`src/rtl/sha_nonce_ctrl.sv`:
```
// -----------------------------------------------------------------------------
// sha_nonce_ctrl
//
// Sequencer that walks sha_core through a nonce range. Each nonce takes
// exactly 64 clocks (cycle 0..63). The result word first32 is sampled at the
// edge that ends cycle 63; the search stops on the first hit (upper DIFF_BITS
// of first32 all zero) or once the captured end nonce has been evaluated.
//
// Ports
//   clk         in   system clock, rising edge
//   n_rst       in   asynchronous active-low reset
//   start       in   begin a search (only looked at in IDLE)
//   abort       in   synchronous cancel, any state, beats start
//   startNonce  in   first nonce of the range, captured on accepted start
//   endNonce    in   last nonce of the range (inclusive), captured likewise
//   first32     in   sha_core result word, meaningful while cycle == 63
//   loadEn      out  load pulse to sha_core (LOAD state)
//   cycle       out  round counter to sha_core
//   nonce       out  nonce currently being hashed
//   busy        out  high in LOAD and RUN
//   done        out  one-cycle completion pulse (DONE state)
//   found       out  last completed search hit the difficulty target
//   foundNonce  out  nonce of that hit
//   attempts    out  nonces fully evaluated in the current/last search
//   state_dbg   out  current FSM state (IDLE=0, LOAD=1, RUN=2, DONE=3)
//
// Command protocol: start is a level request; it is accepted at any rising
// edge where the FSM is in IDLE, abort is low and start is high. Completion
// is signalled by the single-cycle done pulse; an aborted or reset search
// never pulses done. There is no backpressure.
// -----------------------------------------------------------------------------
module sha_nonce_ctrl #(
  parameter int DIFF_BITS = 32
) (
  input  logic        clk,
  input  logic        n_rst,
  input  logic        start,
  input  logic        abort,
  input  logic [31:0] startNonce,
  input  logic [31:0] endNonce,
  input  logic [31:0] first32,
  output logic        loadEn,
  output logic [5:0]  cycle,
  output logic [31:0] nonce,
  output logic        busy,
  output logic        done,
  output logic        found,
  output logic [31:0] foundNonce,
  output logic [31:0] attempts,
  output logic [1:0]  state_dbg
);

  localparam logic [1:0] S_IDLE = 2'd0;
  localparam logic [1:0] S_LOAD = 2'd1;
  localparam logic [1:0] S_RUN  = 2'd2;
  localparam logic [1:0] S_DONE = 2'd3;

  // Ones in the upper DIFF_BITS positions. A logical right shift by 32
  // yields zero, so DIFF_BITS == 32 gives an all-ones mask.
  localparam logic [31:0] HIT_MASK = ~(32'hFFFF_FFFF >> DIFF_BITS);

  logic [1:0]  state;
  logic [31:0] end_q;
  logic        hit;

  assign hit = ((first32 & HIT_MASK) == 32'd0);

  // Status strobes decode straight from the registered state, so they are
  // zero in reset and busy drops in the very cycle done rises.
  assign loadEn    = (state == S_LOAD);
  assign busy      = (state == S_LOAD) || (state == S_RUN);
  assign done      = (state == S_DONE);
  assign state_dbg = state;

  always_ff @(posedge clk or negedge n_rst) begin
    if (!n_rst) begin
      state      <= S_IDLE;
      cycle      <= 6'd0;
      nonce      <= 32'd0;
      end_q      <= 32'd0;
      found      <= 1'b0;
      foundNonce <= 32'd0;
      attempts   <= 32'd0;
    end else if (abort) begin
      // Results of the interrupted search are left as they are.
      state <= S_IDLE;
      cycle <= 6'd0;
    end else begin
      case (state)
        S_IDLE: begin
          if (start) begin
            end_q      <= endNonce;
            nonce      <= startNonce;
            cycle      <= 6'd0;
            found      <= 1'b0;
            foundNonce <= 32'd0;
            attempts   <= 32'd0;
            state      <= S_LOAD;
          end
        end
        S_LOAD: begin
          cycle <= 6'd0;
          state <= S_RUN;
        end
        S_RUN: begin
          // 63 -> 0 wraps naturally; the core reloads itself at cycle 0, so
          // consecutive nonces run back-to-back without another LOAD.
          cycle <= cycle + 6'd1;
          if (cycle == 6'd63) begin
            attempts <= attempts + 32'd1;
            if (hit) begin
              found      <= 1'b1;
              foundNonce <= nonce;
              state      <= S_DONE;
            end else if (nonce == end_q) begin
              state <= S_DONE;
            end else begin
              // Equality stop means a range with end < start simply rolls
              // through 0xFFFFFFFF -> 0.
              nonce <= nonce + 32'd1;
            end
          end
        end
        default: begin // S_DONE
          cycle <= 6'd0;
          state <= S_IDLE;
        end
      endcase
    end
  end

endmodule
```
`config.mk`:
```
export PLATFORM = sky130hd
export DESIGN_NAME = sha_nonce_ctrl
export DESIGN_NICKNAME = d
export VERILOG_FILES = /design/src/rtl/sha_nonce_ctrl.sv
export SDC_FILE = /design/constraint.sdc
export NUM_CORES = 1
export LEC_CHECK = 0
export ABC_AREA = 1
export CORE_AREA = 2 2 130 132
export CTS_BUF_LIST = sky130_fd_sc_hd__clkbuf_2
export DETAILED_ROUTE_END_ITERATION = 16
export DIE_AREA = 0 0 132 134
export PLACE_DENSITY_LB_ADDON = 0.15
export SYNTH_ARGS = -nofsm -noshare
export SYNTH_HDL_FRONTEND = slang
export SYNTH_SLANG_ARGS = --single-unit
```
`constraint.sdc`:
```
create_clock -name clk -period 2.2 [get_ports clk]
set_input_delay 0.55 -clock clk [delete_from_list [all_inputs] [get_ports clk]]
set_output_delay 0.55 -clock clk [all_outputs]
set_load 0.005 [all_outputs]
```
==> results_dict.tcl <==
set metrics [dict create \
    cts-buffers-inserted 17 \
    via_count_of_the_first_global_routing_pass 8309 \
    die_width_um 132 \
    grt_setup_unrepaired "true" \
    routed_wl_um 26900 \
    cp_cell_sequence "buf_4 > dlygate4sd2_1" \
    synth_simple_gate_area_share_pct 34.1 \
    timing_hold_violations_final 0 \
    clock.fmax_ghz 0.460 \
    worstPathArrival_ns 1.62 \
    worst_tran_pin_value_ns 0.514 \
    clock_latency_ns 0.72 \
    synth-main-ff-cell "dfrtp_1" \
    area.sequential_um2 3450 \
    synth-seq-area-share_pct 42.2 \
    floorplan.initialDensity_pct 49.8 \
    post_synthesis_cell_area_um2 8120 \
    criticalPathCategory "flop to output pin" \
    finalSetupTns_ns 0 \
    highest_net_fanout_along_the_worst_path 7 \
    drive_above_1_share_pct 18.6 \
    final_common_cell "nand2_1" \
    firstDrtPassIters 5 \
    antenna_violations_before_repair 1 \
    timing.final.crit_share_pct 98.7 \
    post_dp_area_um2 10800 \
    maxCapViolations 0 \
    drt.antenna.violating_nets 0 \
    first_iter_violations 840 \
    top_cells_by_area_synth "dfrtp_1, nand2_1, nand3_1" \
    die_height_um 134 \
    fin_util_pct 72.5 \
    yosysTopAreaCell "dfrtp_1" \
    critical_path_required_ns 1.65 \
    cts.clk_slew.worst_paths_ns 0.20 \
    leakagePower_nw 6.07 \
    slew-limit-headroom_pct 65.7 \
    status "complete, no violations" \
    layout.nets 1566 \
    power.total_w 0.0115 \
    drt-vias-per-instance 5.22 \
    critical_path.endpoint_type "output pin" \
    drc 0 \
    synth.yosys.warnings 0 \
    ir_worst_vdd_mv 0.614 \
    synth_top_cell_area_share_pct 42.2 \
    post-route-min-period_ns 2.17 \
    grt-ovfl-total 0 \
    worst_slack_at_placement_ns -0.194 \
    worst-r2r-setup-slack_ns 0.10 \
    vias 8801 \
    core_um2 16300 \
    grt_first_pass_wirelength_um 42400 \
    synthArstFlopShare_pct 100 \
    synthToLayoutAreaGrowth_pct 45.4 \
    number_of_rows_in_the_core_area 47 \
    ys_types 42 \
    final_cell_mix "nand2_1, buf_4, nor2_1" \
    floorplan.io_pins 208 \
    final_design_area_no_fill_um2 11800 \
    synthesis.area_per_instance_um2 7.26 \
    globalRouteTotalUtil_pct 30.2 \
    multiplexer_share_of_the_synthesized_area_pct 3.19 \
    hpwl_um 18900 \
    synth_fa_ha_area_share_pct 1.08 \
    clockBufferDepth 2 \
    number_of_nets_produced_by_synthesis 1226 \
    timing.critical_path.slowest_stage_cell "dfrtp_1" \
    multi_input_area_um2 4070 \
    final_critical_path_setup_slack_ns 0.0281 \
    compound_cell_area_share_of_the_yosys_netlist_pct 7.44 \
    powerDensity_nw_per_um2 976 \
    cts-htree-levels 4 \
    syn-instance-count 1119 \
    worst_clock_skew_ns 0.0282 \
    filler_cell_count 1352 \
    clock_tree_from_tritoncts "done" \
    gp_congestion 0.966 \
    setup_viol 0 \
    wire_per_inst_um 15.9 \
    synth-edff-count 0 \
    tritoncts_num_sinks 137 \
    grt_start_max_net_pins 46 \
    synth_seq_cells 137 \
    port_buffers 207 \
    die-area_um2 17700 \
    synth_xor_area_share_pct 3.45 \
    worst_path_max_stage_delay_ns 0.44 \
    crit_path_start_kind "flop" \
    holdCritPathClass "primary input to asynchronous set/reset pin" \
    timing_max_transition_violations_final 0 \
    largest_family_of_logic_cells_by_synthesized_area "simple AND/OR/NAND/NOR gates" \
    cts_root_buffer "clkbuf_2" \
]
==> cell type report <==
type	count	share of cell area [%]
Antenna cell	1	0.0212
Inverter	119	3.78
Multi-Input combinational cell	817	34.5
Clock inverter	7	0.901
Tap cell	220	2.33
Clock buffer	19	0.805
Sequential cell	137	29.2
Timing Repair Buffer	367	28.5
==> report_power, final <==
group	total [W]	switching [W]	internal, W
clock network	0.00148	0.000887	0.000594
registers	0.00391	0.000564	0.00335
logic	0.00613	0.00307	0.00306
total	0.0115	0.00452	0.00701
==> what timing repair did <==
item / in CTS / in global routing
gates resized for setup: 130 / 39
pin swaps: 0 / 1
endpoints found under the setup margin: 104 / 95
setup buffers: 87 / 14
hold buffers: 1 / 0
hold endpoints to repair: 40 / 0
==> routing by layer <==
metal / part of all wire [%] / vias to the layer above / GRT usage, %
li1: - / 4240 / -
met1: 42 / 4088 / 40.9
met2: 47 / 432 / 49.4
met3: 8.9 / 41 / 5.44
met4: 2.2 / 0 / 9.78
met5: 0 / - / 0
==> Yosys cell counts (10+ instances only) <==
library cell and n:
a21oi_1 24, buf_2 16, dfrtp_1 137, inv_1 117, mux2_2 23, nand2_1 364, nand3_1 97, nand4_1 18
nor2_1 127, nor3_1 24, o21ai_0 46, o22ai_2 10, xnor2_1 26
==> critical path, delay by kind of cell, from the launching register on <==
family | cells | cell delay, ns
DFF | 1 | 0.44
buffers and inverters | 2 | 0.46
==> sequential cells by signal, summed over array words and instances, names as in the netlist <==
signal	cells
attempts	32
cycle	6
end_q	32
found	1
foundNonce	32
nonce	32
state_dbg	2
==> path summary, 6_finish.rpt <==
| path | start | end | cells after the start |
|---|---|---|---|
| worst max register to register | state_dbg[1] | foundNonce[31] | 10 |
| worst min register to register | foundNonce[13] | foundNonce[13] | 2 |
| worst min-delay path | n_rst | foundNonce[12] | 2 |
| max in group asynchronous | n_rst | attempts[18] | 3 |
| worst max-delay path | nonce[16] | nonce[16] | 2 |
| min in group clk | endNonce[28] | end_q[28] | 3 |
==> per-stage QoR <==
stage          hold slack (ns)  instances
4_1_cts                  0.268       1673
6_report                 0.301       1687
5_1_grt                  0.284       1687
3_5_place_dp             0.482       1559
3_3_place_gp             0.476       1559
2_1_floorplan            0.254       1119
==> cell families after synthesis <==
family | count (synthesis)
and+or+nand+nor | 658
DFF | 137
AOI/OAI and AO/OA | 97
muxes | 23
xor gates and xnor gates | 32
buffers and inverters | 165
adders and majority gates | 7
Power figures use the tool's default switching activity.
